File: src/rtl/down_timer_reload.sv
// Programmable down-counting timer: parallel load, start/stop control,
// prescaled decrement, one-shot or auto-reload operation. Pulses tc for one
// cycle on each terminal decrement. All outputs are registered.
module down_timer_reload #(
  parameter int WIDTH    = 8,
  parameter int PRESCALE = 1
) (
  input  logic             clk,
  input  logic             reset,
  input  logic [WIDTH-1:0] data,
  input  logic             load,
  input  logic             start,
  input  logic             stop,
  input  logic             enable,
  input  logic             periodic,
  output logic [WIDTH-1:0] count,
  output logic             tc,
  output logic             busy,
  output logic             done
);

  localparam int PW = $clog2(PRESCALE) + 1;

  typedef enum logic [1:0] {IDLE, RUN, DONE} state_t;

  state_t           state;
  logic [WIDTH-1:0] reload;
  logic [PW-1:0]    psc;

  // Control FSM, counter, prescaler and registered status outputs.
  // Priority per edge: reset > load > stop > start > decrement.
  always_ff @(posedge clk) begin
    if (reset) begin
      state  <= IDLE;
      count  <= '0;
      reload <= '0;
      psc    <= '0;
      tc     <= 1'b0;
      busy   <= 1'b0;
      done   <= 1'b0;
    end else begin
      tc <= 1'b0;
      if (load) begin
        count  <= data;
        reload <= data;
        psc    <= '0;
        state  <= IDLE;
        busy   <= 1'b0;
        done   <= 1'b0;
      end else begin
        case (state)
          IDLE: begin
            // Resume/begin; a zero count never enters RUN.
            if (start && count != '0) begin
              state <= RUN;
              busy  <= 1'b1;
            end
          end
          RUN: begin
            if (stop) begin
              // Pause: count and prescaler are held for a later resume.
              state <= IDLE;
              busy  <= 1'b0;
            end else if (enable) begin
              if (psc == PW'(PRESCALE - 1)) begin
                psc <= '0;
                if (count == WIDTH'(1)) begin
                  tc <= 1'b1;
                  if (periodic) begin
                    count <= reload;
                  end else begin
                    count <= '0;
                    state <= DONE;
                    busy  <= 1'b0;
                    done  <= 1'b1;
                  end
                end else if (count != '0) begin
                  count <= count - WIDTH'(1);
                end
              end else begin
                psc <= psc + PW'(1);
              end
            end
          end
          DONE: begin
            // Restart from the saved reload value; a zero reload stays expired.
            if (start) begin
              count <= reload;
              psc   <= '0;
              if (reload != '0) begin
                state <= RUN;
                busy  <= 1'b1;
                done  <= 1'b0;
              end
            end
          end
          default: begin
            state <= IDLE;
            busy  <= 1'b0;
            done  <= 1'b0;
          end
        endcase
      end
    end
  end

endmodule

File: config.mk
export PLATFORM = sky130hd
export DESIGN_NAME = down_timer_reload
export DESIGN_NICKNAME = d
export VERILOG_FILES = /design/src/rtl/down_timer_reload.sv
export SDC_FILE = /design/constraint.sdc
export NUM_CORES = 1
export LEC_CHECK = 0
export BUFFER_PORTS_ARGS = -buffer_cell sky130_fd_sc_hd__clkbuf_2
export CAP_MARGIN = 10
export CORE_MARGIN = 5
export CORE_UTILIZATION = 30
export CTS_CLUSTER_SIZE = 12
export DETAILED_ROUTE_END_ITERATION = 6
export PLACE_DENSITY = 0.51
export SLEW_MARGIN = 20
export SYNTH_ARGS = -nofsm -noshare
export SYNTH_HDL_FRONTEND = slang
export SYNTH_SLANG_ARGS = --single-unit
File: constraint.sdc
create_clock -name clk -period 1.8 [get_ports clk]
set_input_delay 0.09 -clock clk [delete_from_list [all_inputs] [get_ports clk]]
set_output_delay 0.09 -clock clk [all_outputs]
set_load 0.05 [all_outputs]
==> impl_metrics.csv <==
group,metric,value,unit
hold_path,min_path_type,"input port to register",
clock_tree,clockBufferDepth,2,
placement,dpl.hpwl,2630,um
layout,instances_no_fill,218,
drt,num_vias,1189,
synth,synth-compound-area-share,30.5,%
power,p_per_area,784,nW/um^2
layout,design_area,1560,um^2
grt,gr-usage-all-layers,13.0,%
clock_tree,htree_levels,1,
layout,multiInputGateArea,816,um^2
worst_setup_path,rr_endpoint,"count[0]$_SDFFE_PP0P_",
clock_tree,cts-root-buf,"clkbuf_8",
worst_setup_path,crit_path_max_fanout,6,
synth,synth_simple_gate_area_share,24.0,%
synth,synth_ff_type,"dfxtp_1",
worst_setup_path,crit_chain,"inv_1, ha_4, or3b_4, nand3_2, o22ai_2, a21oi_2, a221oi_2",
floorplan,die_w,73.5,um
clock_tree,tritoncts.num_buffers,3,
worst_setup_path,r2r_slack,0.11,ns
worst_setup_path,worst_setup_path_end_kind,"register",
timing,fmax,590,MHz
drt,via_per_inst,5.45,
power,leakagePower,0.656,nW
worst_setup_path,rr_worst_depth,7,
grt,grt_pass1_vias,1156,
layout,n_fill_cell,400,
synth,ys_seq_area_share,33.1,%
placement,portBuffers,25,
timing,fin_setup_tns,0,ns
layout,n_antenna_cell,0,
worst_setup_path,cp-start-kind,"register",
worst_setup_path,crit_buf_inv,1,
drt,routed_wl,3470,um
synth,synth_cell_types,47,
grt,grt_overflow,0,
synth,muxShareOfSynthArea,5.80,%
grt,grt_max_degree,21,
floorplan,die_y,73.5,um
grt,antenna_found_initial,0,
worst_setup_path,r2r-start,"count[1]$_SDFFE_PP0P_",
timing,setup_viol_count_final,0,
synth,synthesis.area,1210,um^2
hold_path,min_path_cells,3,
timing,final_period_minus_worst_setup_slack,1.69,ns
timing,hold_viol,0,
synth,synthAdderAreaFrac,3.11,%
worst_setup_path,cp_top_family,"compound AO/OA/AOI/OAI gates",
drt,wl_per_cell,15.9,um
floorplan,initial_core_util,30.7,%
power,total_power,0.00122,W
run,maxCapViolCount,0,
synth,synthCells,133,
timing,slew_violations,0,
worst_setup_path,critPathRequiredTime,1.97,ns
layout,drive_above_1_share,41.7,%
drt,dr.pass1.iters,4,
drt,postRouteAntennaNets,0,
floorplan,die_area,5400,um^2
worst_setup_path,critPathKind,"register to register",
timing,hold_slack,0.0678,ns
layout,regArea,417,um^2
layout,area_delta_synth_final,29.3,%
timing,relSlewSlack,68.1,%
hold_path,min_from,"data[3]",
floorplan,core,3940,um^2
worst_setup_path,critPathMaxStageDelay,0.36,ns
synth,synth_edf_count,0,
drt,drc,0,
hold_path,hold_end,"count[3]$_SDFFE_PP0P_",
synth,async_reset_ff_share,0,%
placement,place.gp.congestion,0.799,
placement,dpl.cell_count,213,
clock_tree,insertion_delay,0.26,ns
timing,fin_crit_sh,94.1,%
synth,syn_area_per_cell,9.09,um^2
status,status,"finished clean",
timing,skew,0.00615,ns
clock_tree,path_clk_slew,0.08,ns
worst_setup_path,slowest_stage,"dfxtp_4",
grt,grt_pass1_wl,5460,um
power,ir_drop,0.000309,V
clock_tree,cts_setup_buffers,0,
synth,synth_top_family_by_area,"compound AO/OA/AOI/OAI gates",
floorplan,num_rows,23,
synth,ys_ff_latch,20,
clock_tree,cts_tree,"yes",
synth,synth_nets,151,
placement,place_area,1480,um^2
drt,drtIter0Drc,67,
synth,ys_warn_count,0,
synth,synth_xor_area_share,0,%
floorplan,io_pins,26,
timing,worst_pin_slew,0.479,ns
layout,nets,187,
worst_setup_path,worstPathArrival,1.87,ns
clock_tree,clock-sinks,20,
repair_timing:
action	CTS	global route
setup endpoints to repair	0	6
resized for setup	0	5
hold buffers	0	0
worst max path at each step:
stage          cells after the start                   from                    end
6_report                           7  count[1]$_SDFFE_PP0P_  count[0]$_SDFFE_PP0P_
4_1_cts                            6  count[1]$_SDFFE_PP0P_  count[4]$_SDFFE_PP0P_
2_1_floorplan                      6  count[1]$_SDFFE_PP0P_  count[4]$_SDFFE_PP0P_
3_5_place_dp                       6  count[1]$_SDFFE_PP0P_  count[4]$_SDFFE_PP0P_
5_1_grt                            7  count[1]$_SDFFE_PP0P_  count[4]$_SDFFE_PP0P_
3_3_place_gp                       6  count[1]$_SDFFE_PP0P_  count[4]$_SDFFE_PP0P_
flip-flops by register name, summed over array words and instances, names as in the netlist:
name / cells
tc: 1
count: 8
done: 1
state: 1
reload: 8
busy: 1
layer usage:
layer | share of wire, % | vias up | GRT usage, % | wire length, um
met5 | 0 | - | 0 | 0
li1 | - | 585 | - | -
met4 | 1.0 | 0 | 3.62 | 35
met1 | 45 | 567 | 16.5 | 1560
met3 | 5.3 | 5 | 2.60 | 184
met2 | 49 | 32 | 22.0 | 1690
cell families (layout without fill, tap and decap cells):
group,Yosys count,count (layout)
AO/OA/AOI/OAI,42,43
buffers and inverters,11,45
flip-flops,20,20
multiplexers,7,7
adder cells (fa/ha/maj),3,3
AND/OR/NAND/NOR,50,50
placed cells by master, fill, tap and decap left out, drive strengths merged, types with 6 or more instances in the layout:
master   n
nand2    7
clkbuf  29
nor2    16
dfxtp   20
inv      6
mux2i    7
buf     10
nor3     6
a21oi    8
area by class of cell:
type	count	area share, %
Multi-Input combinational cell	103	52.2
Sequential cell	20	26.7
Timing Repair Buffer	35	12.8
Tap cell	50	4.00
Clock buffer	4	2.88
Inverter	6	1.44
synthesized netlist by cell type (2+ instances only):
master,n,area [um^2]
a211oi_1,3,22.5
a21o_1,2,15.0
a21oi_1,7,35.0
a221oi_2,3,45.0
a31oi_1,3,18.8
a32o_1,2,20.0
and2b_1,2,15.0
clkbuf_1,4,15.0
dfxtp_1,20,400
ha_1,3,37.5
inv_1,6,22.5
mux2i_1,7,70.1
nand2_1,7,26.3
nand2b_1,4,25.0
nand3_1,4,20.0
nor2_1,16,60.1
nor2b_1,2,12.5
nor3_1,3,15.0
nor3_4,2,32.5
nor4_1,3,18.8
o21ai_0,2,10.0
o21ai_1,2,10.0
o2bb2ai_1,2,17.5
tightest hold or removal path: stages:
cell and delay, ns:
clkbuf_2 0.09, inv_1 0.06, a221oi_2 0.05
power breakdown:
group	internal (W)	total [W]	leakage, nW	switching [W]
sequential	0.000473	0.000506	0.168	0.0000330
combinational	0.000162	0.000405	0.465	0.000244
clock	0.000158	0.000313	0.0228	0.000155
metrics by stage:
stage / util, % / setup WS, ns
finish: 39.6 / 0.106
detailed placement: 37.4 / 0.0495
floorplan: - / 0.0257
CTS: 38.6 / 0.0111
global placement: 37.4 / 0.117
global route: 39.6 / -0.00237
(Power assumes the default switching activity.)
